`config.mk`:
```
export PLATFORM = sky130hd
export DESIGN_NAME = mem_stage
export DESIGN_NICKNAME = d
export VERILOG_FILES = /design/src/rtl/mem_stage.sv
export SDC_FILE = /design/constraint.sdc
export NUM_CORES = 1
export LEC_CHECK = 0
export CORE_UTILIZATION = 35
export DETAILED_ROUTE_END_ITERATION = 8
export PLACE_DENSITY = 0.74
export SYNTH_ARGS = -nofsm -noshare
export SYNTH_HDL_FRONTEND = slang
export SYNTH_SLANG_ARGS = --single-unit
```
`constraint.sdc`:
```
create_clock -name clk -period 3.85 [get_ports clk]
set_input_delay 1.155 -clock clk [delete_from_list [all_inputs] [get_ports clk]]
set_output_delay 1.155 -clock clk [all_outputs]
set_load 0.01 [all_outputs]
```
`src/rtl/mem_stage.sv`:
```
// mem_stage: MEM pipeline stage; waits for data-SRAM responses, extends load data and drops responses orphaned by a flush.
// Define MEM_RDATA_BUF_EN to register load data so it can be held while WB stalls.
module mem_stage #(
  parameter int ES_BUS_W = 75,
  parameter int WS_BUS_W = 71
) (
  input  logic                clk,
  input  logic                reset,
  output logic                ms_allowin,
  input  logic                es_to_ms_valid,
  input  logic [ES_BUS_W-1:0] es_to_ms_bus,
  input  logic                ws_allowin,
  output logic                ms_to_ws_valid,
  output logic [WS_BUS_W-1:0] ms_to_ws_bus,
  input  logic                data_sram_data_ok,
  input  logic [31:0]         data_sram_rdata,
  input  logic                wb_flush,
  output logic                ms_ex,
  output logic [38:0]         ms_fwd_bus
);
  typedef enum logic [1:0] {EMPTY, WAIT, READY, CANCEL} state_t;
  state_t state, state_nxt;
  logic [ES_BUS_W-1:0] es_bus;
  logic        req_sent, ex_in, gr_we, ms_valid, ms_ready_go, accept, new_wait, is_load;
  logic [2:0]  ld_op;
  logic [4:0]  dest;
  logic [31:0] result, pc, ld_val, final_result;
  logic [7:0]  byte_v;
  logic [15:0] half_v;
  assign {req_sent, ld_op, ex_in, gr_we, dest, result, pc} = es_bus;
  assign ms_valid    = state == WAIT || state == READY;
  assign ms_ready_go = state == READY || (state == WAIT && data_sram_data_ok);
  assign ms_allowin  = !wb_flush && state != CANCEL && (state == EMPTY || (ms_ready_go && ws_allowin));
  assign accept      = es_to_ms_valid && ms_allowin;
  assign new_wait    = es_to_ms_bus[74] && !es_to_ms_bus[70];
  // Stores carry gr_we=0, which is what separates them from ld.w (both ld_op=000).
  assign is_load     = req_sent && !ex_in && (gr_we || ld_op != 3'd0);
  assign byte_v      = data_sram_rdata[result[1:0]*8 +: 8];
  assign half_v      = result[1] ? data_sram_rdata[31:16] : data_sram_rdata[15:0];
  assign ld_val      = ld_op == 3'd1 ? {{24{byte_v[7]}}, byte_v} :
                       ld_op == 3'd2 ? {{16{half_v[15]}}, half_v} :
                       ld_op == 3'd3 ? {24'd0, byte_v} :
                       ld_op == 3'd4 ? {16'd0, half_v} : data_sram_rdata;
  assign state_nxt   = state == CANCEL ? (data_sram_data_ok ? EMPTY : CANCEL) :
                       wb_flush ? ((state == WAIT && !data_sram_data_ok) ? CANCEL : EMPTY) :
                       accept ? (new_wait ? WAIT : READY) :
                       (ms_ready_go && ws_allowin) ? EMPTY :
                       (state == WAIT && data_sram_data_ok) ? READY : state;
`ifdef MEM_RDATA_BUF_EN
  logic [31:0] rdata_buf;
  always_ff @(posedge clk) begin
    if (reset) rdata_buf <= '0;
    else if (state == WAIT && data_sram_data_ok) rdata_buf <= ld_val;
  end
  assign final_result = is_load ? (state == WAIT ? ld_val : rdata_buf) : result;
`else
  assign final_result = is_load ? ld_val : result;
  // Without the buffer the response is lost unless WB takes it in the same cycle.
  assert property (@(posedge clk) disable iff (reset)
    !(state == WAIT && data_sram_data_ok && !ws_allowin && !wb_flush));
`endif
  always_ff @(posedge clk) begin
    if (reset) begin
      state  <= EMPTY;
      es_bus <= '0;
    end else begin
      state <= state_nxt;
      if (accept) es_bus <= es_to_ms_bus;
    end
  end
  assign ms_to_ws_valid = ms_valid && ms_ready_go && !wb_flush;
  assign ms_to_ws_bus   = {ex_in, gr_we, dest, final_result, pc};
  assign ms_ex          = ms_valid && ex_in;
  assign ms_fwd_bus     = {ms_valid && gr_we, ms_ready_go, dest, final_result};
endmodule

```
---- Yosys cells after proc, flatten, opt, wreduce, memory -nomap -nowiden ----
Cells that the tools add are included.
storage, ports and cells
  flip-flop bits (word level) ............. 77
  output and inout bits ................... 113
  input bits .............................. 113
  logic and storage cells ................. 49
cells by class
  muxes and demuxes ....................... 14
  equal/unequal tests ..................... 8
  reduce and logical (&&, ||, !) cells .... 24
  shifts and indexed selects .............. 1
operators with widths
  operator                                        count
  2-to-1 mux 32 bit                               5
  variable part select 32 x 6 -> 8 bit            1
  2-to-1 mux 16 bit                               1
  2-to-1 mux 2 bit                                8
  logical AND 1 bit                               13
  == test 3 x 2 -> 1 bit (second input constant)  2
  nonzero test 5 bit                              1
  == test 2 bit (second input constant)           2
  zero test 1 bit                                 4
  logical OR 1 bit                                4
  == test 3 x 1 -> 1 bit (second input constant)  1
  == test 3 bit (second input constant)           1
  nonzero test 3 bit                              1
  == test 2 x 1 -> 1 bit (second input constant)  1
  zero test 2 bit                                 1
  inequality test 2 bit (second input constant)   1

---- Logic depth before layout (Yosys ltp) ----
Gate-level depths: netlist of run 1.
  word-level depth ........................ 10
  mapped depth ............................ 9
  depth with buffers taken out ............ 7

---- Worst setup path after synthesis of run 1 ----
Ideal clock, no wire load.
  kind .................................... input-to-output
  from .................................... input data_sram_rdata[31]
  to ...................................... output ms_to_ws_bus[63]
  buffers on the path ..................... 1
  arrival time ............................ 2409 ps
  cell stages on the path ................. 5
  path slack .............................. 286 ps
  cell sequence ........................... mux2_2 -> mux2i_2 -> o31ai_4 -> o32a_2 -> buf_4
between the ends
  cells in the longest elaborated chain, start to end .. 5
ends and longest elaborated chain
  what                                                                          line  source
  from (decl)                                                                   16    input logic [31:0] data_sram_rdata,
  branches (longest 3 deep; another with variable part select 32 x 6 -> 8 bit)  n/a
  2-to-1 mux 32 bit (*)                                                         40    assign ld_val = ld_op == 3'd1 ? {{24{byte_v[7]}}, byte_v} :
  2-to-1 mux 32 bit (*)                                                         57    assign final_result = is_load ? ld_val : result;
  to (decl)                                                                     14    output logic [WS_BUS_W-1:0] ms_to_ws_bus,
Mark *: on every way between the ends.

---- Worst setup path after layout of run 1 ----
  from .................................... input data_sram_rdata[31]
  to ...................................... output ms_fwd_bus[25]
between the ends
  cells in the longest elaborated chain, start to end .. 4
ends and longest elaborated chain
  what                                                                          line  source
  branches (longest 2 deep; another with variable part select 32 x 6 -> 8 bit)  n/a
  2-to-1 mux 32 bit (*)                                                         40
  2-to-1 mux 32 bit (*)                                                         57
  to (decl)                                                                     19    output logic [38:0] ms_fwd_bus
Marked as above.

==> reports/summary.txt, run 1 <==
Row cnt - 42
Gr usage total - 25.0%
Seq cells post-synth - 77
Clock power frac - 35.7%
Dominant synthesized flop cell - dfxtp_1
Skew-Pair Late Insertion Delay - 340 ps
Max Cap Viol - 0
P_leak - 2.81 nW
CTS root buffer - clkbuf_16
Worst clock skew - 4.57 ps
Die width - 120 µm
Area of the die - 14400 µm²
Synth unique cells - 52
Slew margin rel. - 22.5%
Switching share of power - 29.7%
Asr flop ratio synth - 0%
Antenna violations before repair - 1
CP arrival - 2710 ps
Syn nets - 744
Routability cong. - 0.951
First DRT Iteration DRCs - 485
Pint - 0.00183 W
# nets final - 895
Synthesis Warnings - 0
Pin count of the biggest net entering global routing - 80
Worst-Margin Slew - 1160 ps
Die Y - 120 µm
Clock Sinks - 77
CP most frequent cell - dlygate4sd2_1
Final Slew Violations - 0
Post-route setup slack - -14.7 ps
Synth top area cells - dfxtp_1 32%, buf_4 12%, o21ai_0 10%
Post-synth EDFFs - 0
RSZ-0062 raised after global routing - yes
Final setup fails - 2
CTS Buf Count - 9
Overflow after GRT - 0
Worst path slowest cell - mux2_4
Peak Freq - 259 MHz
Largest delay share family, worst path - buffers and inverters
CTS tree - built
Remaining antenna violation count - 0
CP Cell Sequence - dlygate4sd2_1 -> mux2_4 -> a21oi_2 -> buf_6 -> o21ai_0 -> a22o_1 -> dlygate4sd2_1
CP required - 2690 ps
Core area - 13400 µm²
Crit-path max cell delay - 290 ps
Power density over the cells - 363 nW/µm²
Share of layout cells above drive strength 1 - 18.4%
Max clock buf depth - 2
Initial Util - 36.3%
Final min period - 3860 ps
DR vias - 5387
Fin. Hold Viols - 0
Synthesized instance count - 627
Area leader, netlist - dfxtp_1
NetSw - 0.000774 W
Number of global-route vias before repair - 5198
Wirelength per Cell - 18.9 µm
Failing checks - negative setup slack
Cts hold-fix bufs - 0
Sequential share of power - 34.1%
Total power - 0.00260 W
Syn Area/Cell - 7.76 µm²
Crit-path max FO - 8
Crit Path Class - in2out
Crit share post-route - 100%
Setup crit start kind - input port
Yosys top cell area share - 31.7%
Final wirelength - 18200 µm
DRC errors left - 0
Ports - 226
Sequential share of the synthesized area - 31.7%
Post-DR vias/cell - 5.61
Htree depth - 3
I/O Buffers - 225
Mapped Area - 4860 µm²
Worst reg2reg setup slack - 1560 ps
Global-route wire length before repair - 27900 µm
Post-placement setup slack - -724 ps
Gate power share - 30.2%
First-pass detailed-route iteration total - 5
CP Buf/Inv Count - 3
Area grow syn2layout - 47.5%
DP HPWL - 12600 µm
Run status - finished, violations left
Critical Path End Type - output port
Min-delay worst type - reg2reg
Clock-pin slew on the worst setup and hold paths - 60 ps
Maximum VDD drop - 0.230 mV
[layer usage]
layer	vias to the layer above	wire length, µm	GRT usage (%)
li1	2509	-	-
met1	2579	7400	30.4
met2	268	8680	41.7
met3	31	1580	6.13
met4	0	514	10.8
met5	-	0	0
[kinds of logic (layout without fill, tap and decap cells)]
group	after synthesis	after routing	share of synthesized area, %
compound gates	250	251	30.0
buf+inv	144	299	18.0
simple gates	140	140	14.9
flops	77	77	31.7
mux	10	10	3.99
fa+ha+maj	4	4	1.03
xor+xnor	2	2	0.360
other cells	0	1	0
[power by group through the flow]
stage          Combinational (W)  Clock, W  Sequential (W)
6_report                0.000787  0.000930        0.000888
5_1_grt                 0.000846  0.000987        0.000894
4_1_cts                 0.000782  0.000951        0.000887
3_5_place_dp            0.000798         0        0.000904
2_1_floorplan           0.000459         0        0.000888
3_3_place_gp            0.000786         0        0.000901
[cell usage after synthesis (2+ instances only)]
cell type,n
o22a_1,8
nand2_1,13
mux2_2,2
mux4_2,7
inv_1,2
o21a_1,5
dfxtp_1,77
a22o_1,15
o21ai_1,2
buf_6,3
a32oi_1,4
and3b_1,2
a21oi_1,94
o221ai_1,3
buf_2,17
inv_2,2
buf_4,78
nand3_1,97
clkbuf_1,32
ha_1,4
and2_1,3
nand2b_1,3
nor2b_1,4
nor2_1,9
o21ai_0,101
a221oi_1,5
buf_1,10
[stage by stage]
step                instance area (µm²)  util (%)  cells  hold WS (ps)  TNS (ps)
floorplan                          4860         -    627           454         0
global placement                   6830      50.9    935           460    -34290
detailed placement                 6830      50.9    935           468    -36200
CTS                                7210      53.8    956           475     -11.2
global route                       7180      53.5    960           498      -212
finish                             7180      53.5    960           473     -29.2
[layout by cell type (no fill, tap or decap), types with 6 or more instances in the layout]
cell	Yosys	routed
clkbuf_2	0	21
mux4_2	7	7
nor2_1	9	8
nand3_1	97	97
buf_2	17	13
clkbuf_16	0	9
o22a_1	8	8
a21oi_1	94	89
dfxtp_1	77	77
a22o_1	15	15
nand2_1	13	13
clkdlybuf4s15_2	0	6
buf_4	78	50
clkdlybuf4s15_1	0	12
buf_6	3	6
o21ai_0	101	100
dlygate4sd2_1	0	33
clkdlybuf4s50_1	0	132
[path summary, 6_finish.rpt]
path	start	end	cells after the start
hold / removal	es_bus[39]	es_bus[39]	2
setup reg to reg	state[1]	state[1]	7
setup / recovery	data_sram_rdata[31]	ms_fwd_bus[25]	7
hold reg to reg	es_bus[39]	es_bus[39]	2
[layout make-up]
class	count	area [µm²]
clock inverters	3	67.6
inverters	4	15.0
multi-input cells	407	2570
fillers	1277	6220
diodes	1	2.50
repair buffers	279	2490
well taps	176	220
flip-flops and latches	77	1540
clock buffers	13	260
[state kept, by name, indices dropped and copies added, names as in the netlist]
register,flops
es_bus,75
state,2
[worst reg2reg max path: cells and delay by family, from the launching register on]
family	cells	cell delay, ps
AO/OA/AOI/OAI	4	920
adder cells (fa/ha/maj)	1	220
buffers and inverters	2	700
flip-flops	1	360
[what timing repair did]
| item | in CTS | in global routing |
|---|---|---|
| setup endpoints to repair | 65 | 60 |
| gates cloned | 0 | 2 |
| gates resized for setup | 177 | 51 |
| pin swaps | 11 | 9 |
| setup buffers | 10 | 1 |
Note: power is estimated with default switching activity, not from simulation.
==> run 2: changes to the inputs <==
--- a/config.mk
+++ b/config.mk
@@ -5,9 +5,12 @@
 export SDC_FILE = /design/constraint.sdc
 export NUM_CORES = 1
 export LEC_CHECK = 0
-export CORE_UTILIZATION = 35
+export CELL_PAD_IN_SITES_DETAIL_PLACEMENT = 1
+export CELL_PAD_IN_SITES_GLOBAL_PLACEMENT = 1
+export CORE_UTILIZATION = 29
 export DETAILED_ROUTE_END_ITERATION = 8
-export PLACE_DENSITY = 0.74
+export PLACE_DENSITY = 0.85
+export SLEW_MARGIN = 20
 export SYNTH_ARGS = -nofsm -noshare
 export SYNTH_HDL_FRONTEND = slang
 export SYNTH_SLANG_ARGS = --single-unit
==> run 2 against run 1 <==
The flow now finishes without violations. Routed wire length grew 6.6%. Non-clock buffer count is 1 higher. Setup slack better by 29 ps. Hold slack improved by 2.2 ps. Cell count up 4.2%. Core utilization decreased by 9.1 points. Clock-buffer cell count shrank 4. Clock skew is 3.9 ps higher. Register-to-register slack improved by 30 ps. Highest routed layer is now met5.
==> reports/summary.txt, run 2 (same netlist as run 1, synthesis figures left out) <==
Run status - completed (was finished, violations left)
Min Hold Slack - 475 ps (was 473 ps)
Post-DR vias/cell - 5.29 (was 5.61)
Final wirelength - 19400 µm (was 18200 µm)
Maximum VDD drop - 0.195 mV (was 0.230 mV)
Core area - 16100 µm² (was 13400 µm²)
Initial Util - 30.2% (was 36.3%)
Clock Sinks - 77 (unchanged)
Max Cap Viol - 0 (unchanged)
CP Cell Sequence - clkdlybuf4s15_2 -> mux2_4 -> mux2i_4 -> buf_6 -> a21oi_4 -> a22o_1 -> dlygate4sd2_1 (was dlygate4sd2_1 -> mux2_4 -> a21oi_2 -> buf_6 -> o21ai_0 -> a22o_1 -> dlygate4sd2_1)
Ports - 226 (unchanged)
RSZ-0062 raised after global routing - yes (unchanged)
Final Slew Violations - 0 (unchanged)
Wirelength per Cell - 19.4 µm (was 18.9 µm)
Die width - 132 µm (was 120 µm)
CTS root buffer - clkbuf_16 (unchanged)
First DRT Iteration DRCs - 330 (was 485)
Worst-Margin Slew - 851 ps (was 1160 ps)
Fin. Hold Viols - 0 (unchanged)
I/O Buffers - 225 (unchanged)
Share of layout cells above drive strength 1 - 21.6% (was 18.4%)
Pin count of the biggest net entering global routing - 78 (was 80)
CP arrival - 2680 ps (was 2710 ps)
Worst path slowest cell - a21oi_4 (was mux2_4)
Routability cong. - 0.882 (was 0.951)
# nets final - 895 (unchanged)
P_leak - 2.75 nW (was 2.81 nW)
Crit-path max cell delay - 380 ps (was 290 ps)
Cts hold-fix bufs - 0 (unchanged)
Crit-path max FO - 15 (was 8)
CTS tree - built (unchanged)
Slew margin rel. - 43.2% (was 22.5%)
Row cnt - 46 (was 42)
DRC errors left - 0 (unchanged)
Area of the die - 17300 µm² (was 14400 µm²)
Setup crit start kind - input port (unchanged)
Critical Path End Type - output port (unchanged)
Htree depth - 3 (unchanged)
Largest register by flop count - es_bus (unchanged)
CTS Buf Count - 9 (unchanged)
CP required - 2690 ps (about the same)
Largest register FFs - 75 (unchanged)
Overflow after GRT - 0 (unchanged)
Min-delay worst type - reg2reg (unchanged)
Post-Layout Cell Count - 1000 (was 960)
Area grow syn2layout - 47.3% (was 47.5%)
Global-route wire length before repair - 30700 µm (was 27900 µm)
Gr usage total - 22.3% (was 25.0%)
Power density over the cells - 366 nW/µm² (was 363 nW/µm²)
Peak Freq - 261 MHz (was 259 MHz)
Largest regs - es_bus: 75 flops, state: 2 flops (unchanged)
Final setup fails - 0 (was 2)
Die Y - 132 µm (was 120 µm)
First-pass detailed-route iteration total - 4 (was 5)
Crit Path Class - in2out (unchanged)
Max clock buf depth - 2 (unchanged)
Placed cells - 976 (was 935)
Commonest non-fill, non-tap cell in the layout - clkdlybuf4s50_1 (unchanged)
Number of global-route vias before repair - 5542 (was 5198)
Crit share post-route - 99.6% (was 100%)
DR vias - 5294 (was 5387)
Antenna violations before repair - 2 (was 1)
Final min period - 3840 ps (was 3860 ps)
Clock-pin slew on the worst setup and hold paths - 60 ps (about the same)
DP HPWL - 13800 µm (was 12600 µm)
Remaining antenna violation count - 0 (unchanged)
Worst clock skew - 8.47 ps (was 4.57 ps)
Skew-Pair Late Insertion Delay - 350 ps (was 340 ps)
Most frequent cells in the layout - 140 x clkdlybuf4s50_1, 100 x o21ai_0, 97 x nand3_1, 85 x a21oi_1, 77 x dfxtp_1 (was 132 x clkdlybuf4s50_1, 100 x o21ai_0, 97 x nand3_1, 89 x a21oi_1, 77 x dfxtp_1)
## run 2: per-stage QoR
stage               utilization, %  area (µm²)  total power (W)  worst slack [ps]  TNS (ps)
finish                        44.4        7160          0.00262              13.9         0
global route                  44.4        7160          0.00274             -41.8      -139
CTS                           44.8        7220          0.00265           -0.0109   -0.0109
detailed placement            42.8        6900          0.00171              -882    -41010
global placement              42.8        6900          0.00169              -821    -37720
floorplan                        -        4860          0.00135               286         0
## run 2: timing repair
item	CTS	global route
endpoints found under the setup margin	64	55
pin swaps	14	8
gates cloned	1	0
buffers inserted	23	2
gates resized for setup	255	33
## run 2: layout make-up
class / count / area, µm²
fillers: 1929 / 8950
multi-input cells: 406 / 2590
repair buffers: 280 / 2420
flip-flops and latches: 77 / 1540
well taps: 216 / 270
clock buffers: 9 / 225
clock inverters: 7 / 97.6
inverters: 4 / 15.0
diodes: 1 / 2.50
## run 2: worst paths after layout
check	cells after the start	slack, ps	end	start
setup reg to reg	7	1590	es_bus[33]	state[0]
hold reg to reg	2	480	es_bus[24]	es_bus[24]
hold / removal	2	480	es_bus[24]	es_bus[24]
setup / recovery	7	10	ms_fwd_bus[30]	data_sram_rdata[31]
## run 2: per-layer routing
metal	up-vias	routed length [µm]	global-route usage, %
li1	2510	-	-
met1	2556	8100	27.0
met2	200	9610	38.0
met3	26	1330	5.94
met4	2	325	7.82
met5	-	13	0
## run 2: report_power, final
group / switching, W / internal (W)
combinational: 0.000414 / 0.000372
sequential: 0.0000350 / 0.000851
clock: 0.000376 / 0.000572
## run 2: critical path: cells and delay by family
kind,cells,cell delay (ps)
buffers and inverters,3,640
AOI/OAI and AO/OA,2,600
muxes,2,280
==> run 3: changes to the inputs <==
--- a/config.mk
+++ b/config.mk
@@ -10,6 +10,7 @@
 export CORE_UTILIZATION = 29
 export DETAILED_ROUTE_END_ITERATION = 8
 export PLACE_DENSITY = 0.85
+export SKIP_LAST_GASP = 1
 export SLEW_MARGIN = 20
 export SYNTH_ARGS = -nofsm -noshare
 export SYNTH_HDL_FRONTEND = slang
==> run 3 against run 2 <==
Hold slack did not move. Critical path depth decreased by 1. Die area unchanged. Clock skew down 0.59 ps. Sequential share of layout area fell by 0.38 points. Power up 0.52%. Fmax is 0.10% lower. Register-to-register slack about the same.
==> reports/summary.txt, run 3 (same netlist as run 1, synthesis figures left out) <==
First-pass detailed-route iteration total - 4 (unchanged)
Overflow after GRT - 0 (unchanged)
Met2 Use GR - 37.9% (was 38.0%)
CTS root buffer - clkbuf_16 (unchanged)
Area of the multi-input gates - 2590 µm² (unchanged)
Final wirelength - 19600 µm (was 19400 µm)
Placed cells - 976 (unchanged)
Crit-path max FO - 2 (was 15)
Fin. Hold Viols - 0 (unchanged)
Final min period - 3840 ps (about the same)
Commonest non-fill, non-tap cell in the layout - clkdlybuf4s50_1 (unchanged)
Clock power frac - 36.0% (was 36.2%)
Ports - 226 (unchanged)
Core area - 16100 µm² (unchanged)
Largest register FFs - 75 (unchanged)
Switching share of power - 31.4% (was 31.5%)
First DRT Iteration DRCs - 368 (was 330)
Run status - completed (unchanged)
Crit share post-route - 99.7% (was 99.6%)
Clock-pin slew on the worst setup and hold paths - 60 ps (about the same)
Skew-Pair Late Insertion Delay - 350 ps (about the same)
Sequential share of power - 33.6% (was 33.8%)
Power density over the cells - 361 nW/µm² (was 366 nW/µm²)
Number of global-route vias before repair - 5539 (was 5542)
CTS Buf Count - 9 (unchanged)
Total power - 0.00263 W (was 0.00262 W)
Worst-Margin Slew - 853 ps (was 851 ps)
Post-DR vias/cell - 5.32 (was 5.29)
Final Slew Violations - 0 (unchanged)
Routability cong. - 0.882 (unchanged)
Worst clock skew - 7.88 ps (was 8.47 ps)
Final setup fails - 0 (unchanged)
Most frequent cells in the layout - 140 x clkdlybuf4s50_1, 100 x o21ai_0, 97 x nand3_1, 85 x a21oi_1, 77 x dfxtp_1 (unchanged)
Area grow syn2layout - 49.9% (was 47.3%)
Global-route wire length before repair - 30700 µm (about the same)
NetSw - 0.000828 W (was 0.000825 W)
Post-Layout Cell Count - 1004 (was 1000)
Gr usage total - 22.3% (about the same)
Critical Path End Type - output port (unchanged)
Slew margin rel. - 43.2% (about the same)
DR vias - 5337 (was 5294)
CTS tree - built (unchanged)
Busiest grt layer - met2 (unchanged)
RSZ-0062 raised after global routing - no (was yes)
# nets final - 899 (was 895)
Area of the die - 17300 µm² (unchanged)
Maximum VDD drop - 0.195 mV (about the same)
DRC errors left - 0 (unchanged)
Row cnt - 46 (unchanged)
Post-Route Utilization - 45.2% (was 44.4%)
Gate power share - 30.4% (was 30.0%)
Clock Sinks - 77 (unchanged)
Setup crit start kind - input port (unchanged)
Crit Path Class - in2out (unchanged)
Largest register by flop count - es_bus (unchanged)
Min-delay worst type - reg2reg (unchanged)
Max clock buf depth - 2 (unchanged)
Die width - 132 µm (unchanged)
Die Y - 132 µm (unchanged)
Pint - 0.00181 W (was 0.00179 W)
P_leak - 2.77 nW (was 2.75 nW)
Remaining antenna violation count - 0 (unchanged)
Largest regs - es_bus: 75 flops, state: 2 flops (unchanged)
Seq. cell area - 1540 µm² (unchanged)
CP arrival - 2690 ps (was 2680 ps)
Min Hold Slack - 475 ps (unchanged)
Grt met3 use - 5.94% (unchanged)
TNS Setup - 0 ps (unchanged)
Peak Freq - 260 MHz (was 261 MHz)
GR Layer Usage met1 - 27.0% (unchanged)
Htree depth - 3 (unchanged)
FILL cells - 1905 (was 1929)
DP HPWL - 13800 µm (unchanged)
Wirelength per Cell - 19.5 µm (was 19.4 µm)
Max Cap Viol - 0 (unchanged)
Share of layout cells above drive strength 1 - 21.6% (about the same)
I/O Buffers - 225 (unchanged)
Antenna violations before repair - 2 (unchanged)
CP required - 2690 ps (about the same)
Cts hold-fix bufs - 0 (unchanged)
Pin count of the biggest net entering global routing - 78 (unchanged)
Initial Util - 30.2% (unchanged)
run 3: cell count changes in the layout (fill, tap and decap cells not counted), sizes merged:
| cell | before | now |
|---|---|---|
| clkbuf | 14 | 13 |
| clkdlybuf4s15 | 13 | 25 |
| dlygate4sd2 | 14 | 18 |
| buf | 105 | 94 |
run 3: per-stage QoR:
stage                     setup WS, ps  cell area [µm²]
after floorplan                    286             4860
after global placement            -821             6900
after detailed placement          -882             6900
after CTS                        -79.7             7230
after global routing              2.08             7290
final                             9.88             7290
run 3: path summary, 6_finish.rpt:
kind                        from               end  slack [ps]  depth (start not counted)
max          data_sram_rdata[16]  ms_to_ws_bus[32]          10                          6
max reg2reg             state[0]        es_bus[33]        1590                          7
min                   es_bus[24]        es_bus[24]         480                          2
min reg2reg           es_bus[24]        es_bus[24]         480                          2
run 3: timing repair:
action                     in CTS  in global routing
setup endpoints to repair      64                 58
gates cloned                    1                  0
gates resized for setup       249                 19
setup buffers                  23                  5
pin swaps                      13                  4
run 3: metal layers:
metal	share of wire [%]	vias up
li1	-	2515
met1	42	2592
met2	50	204
met3	6.7	24
met4	1.6	2
met5	0.066	-
run 3: cell type report:
cell class              instances  area share, %
well taps                     216           3.71
flip-flops and latches         77           21.1
clock inverters                 7           1.34
diodes                          1         0.0343
clock buffers                   9           3.09
inverters                       4          0.206
repair buffers                284           35.0
multi-input cells             406           35.5
run 3: power by group through the flow:
stage	logic (W)	clock network (W)	registers (W)
global placement	0.000794	0	0.000900
floorplan	0.000459	0	0.000888
CTS	0.000792	0.000972	0.000886
finish	0.000801	0.000947	0.000886
global route	0.000865	0.000999	0.000892
detailed placement	0.000808	0	0.000903
run 3: worst max-delay path, stage by stage:
cell	delay, ps
clkdlybuf4s50_1	440
mux4_2	490
a21oi_2	120
o21a_1	120
o21ai_1	110
clkdlybuf4s15_2	240
